`src/rtl/fifo_pkg.sv`:
```
// Shared constants and the commit/discard decode for the packet FIFO.
package fifo_pkg;

    localparam int DEF_DATA_W = 32'd8;
    localparam int DEF_DEPTH  = 32'd64;

    typedef enum logic [1:0] {
        WR_HOLD    = 2'd0,
        WR_COMMIT  = 2'd1,
        WR_DISCARD = 2'd2
    } wr_action_t;

    // A CRC failure must never be published, so discard outranks commit.
    function automatic wr_action_t decode_wr_action(input logic commit, input logic discard);
        wr_action_t act;
        if (discard) begin
            act = WR_DISCARD;
        end else if (commit) begin
            act = WR_COMMIT;
        end else begin
            act = WR_HOLD;
        end
        return act;
    endfunction

endpackage

```
`src/rtl/fifo_ptr.sv`:
```
// Wrap-bit pointer register: clear beats load, load beats increment.
module fifo_ptr #(
    parameter int PTR_W = 32'd7
) (
    input  logic             clk,
    input  logic             n_rst,
    input  logic             clear,
    input  logic             inc,
    input  logic             load,
    input  logic [PTR_W-1:0] load_val,
    output logic [PTR_W-1:0] ptr
);

    logic [PTR_W-1:0] r_ptr;

    // Pointer update with flush and rollback priority.
    always_ff @(posedge clk or negedge n_rst) begin
        if (!n_rst) begin
            r_ptr <= '0;
        end else if (clear) begin
            r_ptr <= '0;
        end else if (load) begin
            r_ptr <= load_val;
        end else if (inc) begin
            r_ptr <= r_ptr + {{(PTR_W-1){1'b0}}, 1'b1};
        end else begin
            r_ptr <= r_ptr;
        end
    end

    assign ptr = r_ptr;

endmodule

```
`src/rtl/pkt_flex_fifo.sv`:
```
// Packet FIFO: writes stay tentative until committed, and can be rolled back on discard.
module pkt_flex_fifo
    import fifo_pkg::*;
#(
    parameter int DATA_W    = DEF_DATA_W,
    parameter int DEPTH     = DEF_DEPTH,
    parameter int AF_THRESH = DEPTH - 32'd8,
    parameter int AE_THRESH = 32'd8
) (
    input  logic                       clk,
    input  logic                       n_rst,
    input  logic                       clear,
    input  logic                       w_enable,
    input  logic [DATA_W-1:0]          w_data,
    input  logic                       w_commit,
    input  logic                       w_discard,
    input  logic                       r_enable,
    output logic [DATA_W-1:0]          r_data,
    output logic                       empty,
    output logic                       full,
    output logic                       almost_full,
    output logic                       almost_empty,
    output logic [$clog2(DEPTH):0]     count,
    output logic                       overflow,
    output logic                       underflow
);

    localparam int ADDR_W = $clog2(DEPTH);
    localparam logic [ADDR_W:0] DEPTH_V = (ADDR_W+1)'(DEPTH);
    localparam logic [ADDR_W:0] AF_V    = (ADDR_W+1)'(AF_THRESH);
    localparam logic [ADDR_W:0] AE_V    = (ADDR_W+1)'(AE_THRESH);

    logic [DATA_W-1:0] r_mem [DEPTH];
    logic              r_overflow;
    logic              r_underflow;

    logic [ADDR_W:0]   w_rd_ptr;
    logic [ADDR_W:0]   w_wr_ptr;
    logic [ADDR_W:0]   w_cm_ptr;
    logic [ADDR_W:0]   w_wr_next;
    logic [ADDR_W:0]   w_tent_occ;
    logic [ADDR_W:0]   w_cm_occ;
    logic              w_wr_acc;
    logic              w_rd_acc;
    logic              w_wr_inc;
    logic              w_wr_load;
    logic              w_cm_load;
    wr_action_t        w_action;

    assign w_tent_occ = w_wr_ptr - w_rd_ptr;
    assign w_cm_occ   = w_cm_ptr - w_rd_ptr;
    assign full       = (w_tent_occ == DEPTH_V);
    assign empty      = (w_cm_occ == '0);
    assign w_wr_acc   = w_enable & ~full & ~clear;
    assign w_rd_acc   = r_enable & ~empty & ~clear;
    // Commit captures the post-increment pointer so a same-cycle write is published too.
    assign w_wr_next  = w_wr_ptr + (ADDR_W+1)'(w_wr_acc);

    // Decode commit/discard into pointer controls.
    always_comb begin
        w_action  = decode_wr_action(w_commit, w_discard);
        w_wr_inc  = w_wr_acc;
        w_wr_load = 1'b0;
        w_cm_load = 1'b0;
        case (w_action)
            WR_DISCARD: begin
                w_wr_inc  = 1'b0;
                w_wr_load = 1'b1;
            end
            WR_COMMIT: begin
                w_cm_load = 1'b1;
            end
            default: begin
                w_wr_load = 1'b0;
            end
        endcase
    end

    fifo_ptr #(.PTR_W(ADDR_W+1)) u_rd_ptr (
        .clk(clk), .n_rst(n_rst), .clear(clear),
        .inc(w_rd_acc), .load(1'b0), .load_val('0), .ptr(w_rd_ptr)
    );

    fifo_ptr #(.PTR_W(ADDR_W+1)) u_wr_ptr (
        .clk(clk), .n_rst(n_rst), .clear(clear),
        .inc(w_wr_inc), .load(w_wr_load), .load_val(w_cm_ptr), .ptr(w_wr_ptr)
    );

    fifo_ptr #(.PTR_W(ADDR_W+1)) u_cm_ptr (
        .clk(clk), .n_rst(n_rst), .clear(clear),
        .inc(1'b0), .load(w_cm_load), .load_val(w_wr_next), .ptr(w_cm_ptr)
    );

    // Storage write; a write dropped by discard leaves memory untouched.
    always_ff @(posedge clk) begin
        if (w_wr_inc) begin
            r_mem[w_wr_ptr[ADDR_W-1:0]] <= w_data;
        end
    end

    // Single-cycle error pulses for rejected operations.
    always_ff @(posedge clk or negedge n_rst) begin
        if (!n_rst) begin
            r_overflow  <= 1'b0;
            r_underflow <= 1'b0;
        end else if (clear) begin
            r_overflow  <= 1'b0;
            r_underflow <= 1'b0;
        end else begin
            r_overflow  <= w_enable & full;
            r_underflow <= r_enable & empty;
        end
    end

    assign r_data       = r_mem[w_rd_ptr[ADDR_W-1:0]];
    assign count        = w_cm_occ;
    assign almost_full  = (w_tent_occ >= AF_V);
    assign almost_empty = (w_cm_occ <= AE_V);
    assign overflow     = r_overflow;
    assign underflow    = r_underflow;

endmodule

```
`config.mk`:
```
export PLATFORM = sky130hd
export DESIGN_NAME = pkt_flex_fifo
export DESIGN_NICKNAME = d
export VERILOG_FILES = /design/src/rtl/fifo_pkg.sv /design/src/rtl/fifo_ptr.sv /design/src/rtl/pkt_flex_fifo.sv
export SDC_FILE = /design/constraint.sdc
export NUM_CORES = 1
export LEC_CHECK = 0
export BUFFER_PORTS_ARGS = -buffer_cell sky130_fd_sc_hd__buf_2
export CAP_MARGIN = 10
export CORE_ASPECT_RATIO = 0.8
export CORE_MARGIN = 2
export CORE_UTILIZATION = 30
export DETAILED_ROUTE_END_ITERATION = 7
export GPL_ROUTABILITY_DRIVEN = 0
export PLACE_DENSITY = 0.54
export SLEW_MARGIN = 20
export SYNTH_ARGS = -nofsm -noshare
export SYNTH_HDL_FRONTEND = slang
export SYNTH_SLANG_ARGS = --single-unit
```
`constraint.sdc`:
```
create_clock -name clk -period 10.3 [get_ports clk]
set_clock_uncertainty 0.05 [all_clocks]
set_input_delay 0 -clock clk [delete_from_list [all_inputs] [get_ports clk]]
set_output_delay 0 -clock clk [all_outputs]
set_load 0.01 [all_outputs]
```
==> results_dict.tcl, run 1 <==
set metrics [dict create \
    ctsRootBufferMaster "clkbuf_16" \
    synth_fp_nets 1097 \
    wl_per_cell_um 25.7 \
    powerDensity_nw_per_um2 193 \
    finalNetCount 1146 \
    layoutNonFillerInstCount 2086 \
    syn-instance-count 1065 \
    status "finished, violations left" \
    ios 36 \
    ys_seq_area_frac 0.738 \
    start_kind "flop" \
    wl_um 53600 \
    layout_common_cells "512 x edfxtp_1, 163 x mux4_2, 94 x nor2_1, 50 x clkbuf_16, 41 x nand2_1" \
    viasPerCell 5.11 \
    setup_viol 0 \
    hpwl_um 32500 \
    finalCriticalPeriod_ns 4.92 \
    drv_cap 0 \
    cts_buffers 49 \
    syn_area_um2 21600 \
    end_kind "flop" \
    area_growth_pct 13.2 \
    fmax_ghz 0.203 \
    cp_data_arrival_time_ns 5.09 \
    path_max_fanout 46 \
    timing.final.crit_share 0.478 \
    n_fill_cell 6555 \
    hold_class "input port to flop" \
    antenna_found_initial 5 \
    cts.sinks 535 \
    crit_type "flop to flop" \
    postSynthAreaPerCell_um2 20.3 \
    num_vias 10700 \
    grt_use_total 0.144 \
    port_buffers 35 \
    cts-resized-gates 0 \
    ys.warnings.count 0 \
    ys.flop_type "edfxtp_1" \
    failed_checks "negative hold slack" \
    clk_latency_ns 0.58 \
    initial_core_util 0.305 \
    drc 0 \
    placed_cells 1986 \
    cts_tree "built" \
    multiInputGateArea_um2 5330 \
    drt.antenna.violating_nets 0 \
    grt_remaining_overflow 0 \
    rsz0062_at_grt "false" \
    clk_pin_slew_ns 0.06 \
    register_area_um2 16000 \
    synth_edf_count 512 \
    async_reset_ff_frac 0.0430 \
    htree_levels 2 \
    drtIter0Drc 1160 \
    die-width_um 304 \
    grt_pass1_wl_um 78900 \
    antenna_cells 0 \
    die_area_um2 74200 \
    worst_pin_slew_ns 1.04 \
    p_leak_nw 7.44 \
    ir_drop_v 0.000149 \
    final-hold-violation-count 6 \
    clk_path_buf_depth 3 \
    grt_max_degree 69 \
    drive_above_1_share 0.247 \
    tns_ns 0 \
    first_pass_iters 5 \
    holdWs_ns -0.0206 \
    fp.coreArea_um2 70900 \
    relSlewSlack 0.307 \
    final_max_slew_viol_count 0 \
    mostFrequentLayoutCell "edfxtp_1" \
    core.rowCount 87 \
    cp.required_ns 10.47 \
    ys_types 45 \
    first_global_vias 10700 \
    die_h_um 244 \
    ys_ff_latch 535 \
]
where the power goes:
| group | internal [mW] | switching [mW] | leakage, nW |
|---|---|---|---|
| sequential | 2.39 | 0.0349 | 4.91 |
| clock | 0.990 | 0.787 | 0.749 |
| combinational | 0.235 | 0.278 | 1.78 |
| total | 3.61 | 1.10 | 7.44 |
cell usage after synthesis (all sizes together) (8+ instances only):
master,n,share of area
edfxtp,512,0.71
mux4,163,0.17
nor2,94,0.016
nand2,41,0.0071
clkbuf,32,0.0056
buf,25,0.0057
dfrtp,23,0.027
inv,18,0.0031
ha,16,0.0093
o21ai,13,0.0030
a21oi,12,0.0028
nand3,11,0.0025
xor2,10,0.0041
xnor2,8,0.0032
state kept, by name, indices dropped and copies added (netlist names):
name          count
u_wr_ptr.ptr      7
r_mem           512
underflow         1
overflow          1
u_cm_ptr.ptr      7
u_rd_ptr.ptr      7
cell families after synthesis:
group	count (synthesis)	share of synthesized area
compound gates	63	0.0193
buf+inv	77	0.0148
flops	535	0.738
fa+ha+maj	17	0.0102
xor+xnor	18	0.00730
mux	165	0.171
simple gates	190	0.0392
cell type report:
type,count,share of cell area
clock buffer,61,0.0528
clock inverter,28,0.0101
inverter,20,0.00307
multi-input combinational,453,0.218
sequential,535,0.653
tap,934,0.0478
timing repair buffer,55,0.0156
routing by layer:
| metal | wire, um | GRT usage |
|---|---|---|
| met5 | 23 | 0 |
| met1 | 25200 | 0.223 |
| met3 | 4660 | 0.0364 |
| met4 | 765 | 0.0256 |
| met2 | 23000 | 0.206 |
timing repair:
| action | 4_1_cts | 5_1_grt |
|---|---|---|
| hold buffers | 11 | 0 |
| endpoints found under the hold margin | 50 | 0 |
| setup buffers | 0 | 0 |
critical path: stages (launching register included):
cell      delay [ns]
dfrtp_2         0.34
buf_4           0.54
clkinv_1        0.50
ha_1            0.48
o21ai_0         0.20
a21oi_1         0.09
o41ai_1         0.31
xnor2_1         0.25
o21bai_1        0.13
buf_4           0.22
or4b_2          0.83
nor2_1          0.60
per-stage QoR:
stage          power, mW  hold WS (ns)  utilization  worst slack [ns]  instance area (um2)
2_1_floorplan       2.79        -0.346            -              6.15                21600
3_3_place_gp        2.99       -0.0160        0.322              5.42                22800
5_1_grt             4.89        0.0252        0.345              5.13                24500
6_report            4.71       -0.0206        0.345              5.38                24500
3_5_place_dp        2.99      -0.00618        0.322              5.37                22800
4_1_cts             4.76        0.0220        0.345              5.35                24500
worst paths after layout:
check                      depth (start not counted)                     endpoint                   startpoint  slack [ns]
hold reg to reg                                    2  u_wr_ptr.ptr[0]$_DFFE_PN0P_  u_cm_ptr.ptr[0]$_DFFE_PN0P_        0.53
min in group asynchronous                          4           overflow$_DFF_PN0_                        n_rst        0.38
hold / removal                                     1        r_mem[6][4]$_DFFE_PP_                    w_data[4]       -0.02
max in group asynchronous                          4  u_rd_ptr.ptr[1]$_DFFE_PN0P_                        n_rst        9.64
setup / recovery                                  11       r_mem[45][4]$_DFFE_PP_  u_rd_ptr.ptr[2]$_DFFE_PN0P_        5.38
setup reg to reg                                  11       r_mem[45][4]$_DFFE_PP_  u_rd_ptr.ptr[2]$_DFFE_PN0P_        5.38
Power figures use the tool's default switching activity.
==> inputs of run 2 (changes only) <==
--- a/config.mk
+++ b/config.mk
@@ -12,7 +12,7 @@
 export CORE_UTILIZATION = 30
 export DETAILED_ROUTE_END_ITERATION = 7
 export GPL_ROUTABILITY_DRIVEN = 0
-export PLACE_DENSITY = 0.54
+export PLACE_DENSITY = 0.56
 export SLEW_MARGIN = 20
 export SYNTH_ARGS = -nofsm -noshare
 export SYNTH_HDL_FRONTEND = slang
==> constraint.sdc (replaced) <==
create_clock -name clk -period 4.1 [get_ports clk]
set_clock_uncertainty 0.05 [all_clocks]
set_input_delay 0 -clock clk [delete_from_list [all_inputs] [get_ports clk]]
set_output_delay 0 -clock clk [all_outputs]
set_load 0.01 [all_outputs]
==> run 2 against run 1 <==
Net effect: the run now ends clean; non-clock buffer count increased by 72; cell area increased by 2.3%; sequential share of layout area decreased by 1.5 points; cell count increased by 3.4%; fmax increased by 29%; largest cell class unchanged.
==> results_dict.tcl, run 2 (synthesized netlist as in run 1, its figures left out) <==
set metrics [dict create \
    drive_above_1_share 0.293 \
    max_stage_delay_ns 0.71 \
    hold_path_end "u_cm_ptr.ptr[4]$_DFFE_PN0P_" \
    cts_buffers 50 \
    viasPerCell 4.96 \
    placed_cells 2056 \
    htree_levels 2 \
    final-hold-violation-count 0 \
    wl_um 50900 \
    cp_data_arrival_time_ns 3.96 \
    worstHoldStart "w_commit" \
    mostFrequentLayoutCell "edfxtp_1" \
    r2r_cells 9 \
    ios 36 \
    die-width_um 304 \
    setup_viol 0 \
    antenna_cells 0 \
    cts-resized-gates 0 \
    largest_reg_flops 512 \
    area_growth_pct 15.8 \
    finalNetCount 1219 \
    cp.required_ns 4.24 \
    dpl_cell_area_um2 23300 \
    layout_common_cells "512 x edfxtp_1, 163 x mux4_2, 92 x nor2_1, 81 x buf_4, 51 x clkbuf_16" \
    slowest_stage "nor2_1" \
    r2r-start "u_wr_ptr.ptr[2]$_DFFE_PN0P_" \
    wl_per_cell_um 23.6 \
    path_cells "ha_1 -> o21ai_0 -> a21oi_1 -> o41ai_1 -> xnor2_1 -> o21bai_1 -> buf_4 -> nand2b_1 -> nor2_1" \
    clk_path_buf_depth 3 \
    die_h_um 244 \
    final_max_slew_viol_count 0 \
    core.rowCount 87 \
    timing.final.crit_share 0.932 \
    die_area_um2 74200 \
    n_fill_cell 6551 \
    hold_class "input port to flop" \
    antenna_found_initial 3 \
    grt_max_degree 128 \
    fmax_ghz 0.262 \
    grt_use_total 0.136 \
    finalCriticalPeriod_ns 3.82 \
    cts_hold_buf 9 \
    first_pass_iters 7 \
    path_max_fanout 11 \
    first_global_vias 10900 \
    ctsRootBufferMaster "clkbuf_16" \
    powerDensity_nw_per_um2 472 \
    r2r_setup_slack_ns 0.28 \
    rsz0062_at_grt "false" \
    status "completed" \
    initial_core_util 0.305 \
    layoutNonFillerInstCount 2157 \
    drc 0 \
    holdPathStages 4 \
    port_buffers 35 \
    grt_pass1_wl_um 75100 \
    drtIter0Drc 992 \
    num_vias 10700 \
    grt_remaining_overflow 0 \
    crit_family "simple AND/OR/NAND/NOR gates" \
    r2r_end "r_mem[60][0]$_DFFE_PP_" \
    p_leak_nw 7.82 \
    ir_drop_v 0.000315 \
    hpwl_um 30800 \
    crit_buf_inv 1 \
    cts_setup_buffers 0 \
    relSlewSlack 0.300 \
    start_kind "flop" \
    drt.antenna.violating_nets 0 \
    drv_cap 0 \
    clk_pin_slew_ns 0.06 \
    cts.sinks 535 \
    clk_latency_ns 0.57 \
    fp.coreArea_um2 70900 \
    end_kind "flop" \
    worst_pin_slew_ns 1.05 \
    crit_type "flop to flop" \
    fin_area_um2 25000 \
    cts_tree "built" \
]
## run 2: cell count changes in the layout (fill, tap and decap cells not counted), moves of 2 or more
cell,previous run,this run
buf_4,16,81
clkbuf_1,11,7
buf_2,28,31
buf_12,1,3
clkinv_1,12,14
clkinvlp_4,2,4
dlygate4sd3_1,10,12
inv_6,0,2
nor2_1,94,92
nor2_2,0,2
## run 2: worst min-delay path, stage by stage
cell and delay, ns:
buf_2 0.09, nor2b_1 0.29, nor2_1 0.16, a211oi_1 0.05
## run 2: through the flow
| stage | setup TNS (ns) | power, mW | utilization | setup slack, ns | hold slack [ns] |
|---|---|---|---|---|---|
| finish | 0 | 11.8 | 0.353 | 0.278 | 0.0195 |
| global route | 0 | 12.2 | 0.353 | 0.0323 | 0.0326 |
| CTS | 0 | 11.9 | 0.352 | 0.252 | 0.00213 |
| detailed placement | 0 | 7.50 | 0.329 | 0.326 | -0.0106 |
| global placement | 0 | 7.49 | 0.329 | 0.354 | -0.0191 |
| floorplan | -4.97 | 7.01 | - | -0.0457 | -0.346 |
## run 2: metal layers
layer / part of all wire / vias up / routed length [um] / GRT usage
met3: 0.077 / 60 / 3900 / 0.0392
met2: 0.45 / 323 / 22900 / 0.206
met1: 0.46 / 5706 / 23400 / 0.199
met4: 0.013 / 2 / 653 / 0.0225
li1: - / 4615 / - / -
met5: 0.00026 / - / 13 / 0
## run 2: how the worst max path moves through the flow
stage / startpoint / endpoint / slack (ns) / cells past startpoint
2_1_floorplan: u_rd_ptr.ptr[2]$_DFFE_PN0P_ / r_mem[15][0]$_DFFE_PP_ / -0.05 / 12
3_3_place_gp: u_wr_ptr.ptr[2]$_DFFE_PN0P_ / r_mem[63][6]$_DFFE_PP_ / 0.35 / 9
3_5_place_dp: u_wr_ptr.ptr[2]$_DFFE_PN0P_ / r_mem[63][4]$_DFFE_PP_ / 0.33 / 9
4_1_cts: u_rd_ptr.ptr[0]$_DFFE_PN0P_ / r_data[5] / 0.25 / 5
5_1_grt: u_wr_ptr.ptr[2]$_DFFE_PN0P_ / r_mem[60][1]$_DFFE_PP_ / 0.03 / 9
6_report: u_wr_ptr.ptr[2]$_DFFE_PN0P_ / r_mem[60][0]$_DFFE_PP_ / 0.28 / 9
## run 2: layout make-up
cell class,instances,area (um2),area share
repair buffers,127,943,0.0377
multi-input cells,453,5340,0.213
clock buffers,58,1300,0.0521
inverters,20,75.1,0.00300
clock inverters,30,226,0.00905
flip-flops and latches,535,16000,0.638
well taps,934,1170,0.0467
## run 2: power breakdown
| part | internal [mW] | switching [mW] |
|---|---|---|
| clock network | 2.45 | 1.98 |
| logic | 0.604 | 0.740 |
| registers | 6.01 | 0.0212 |
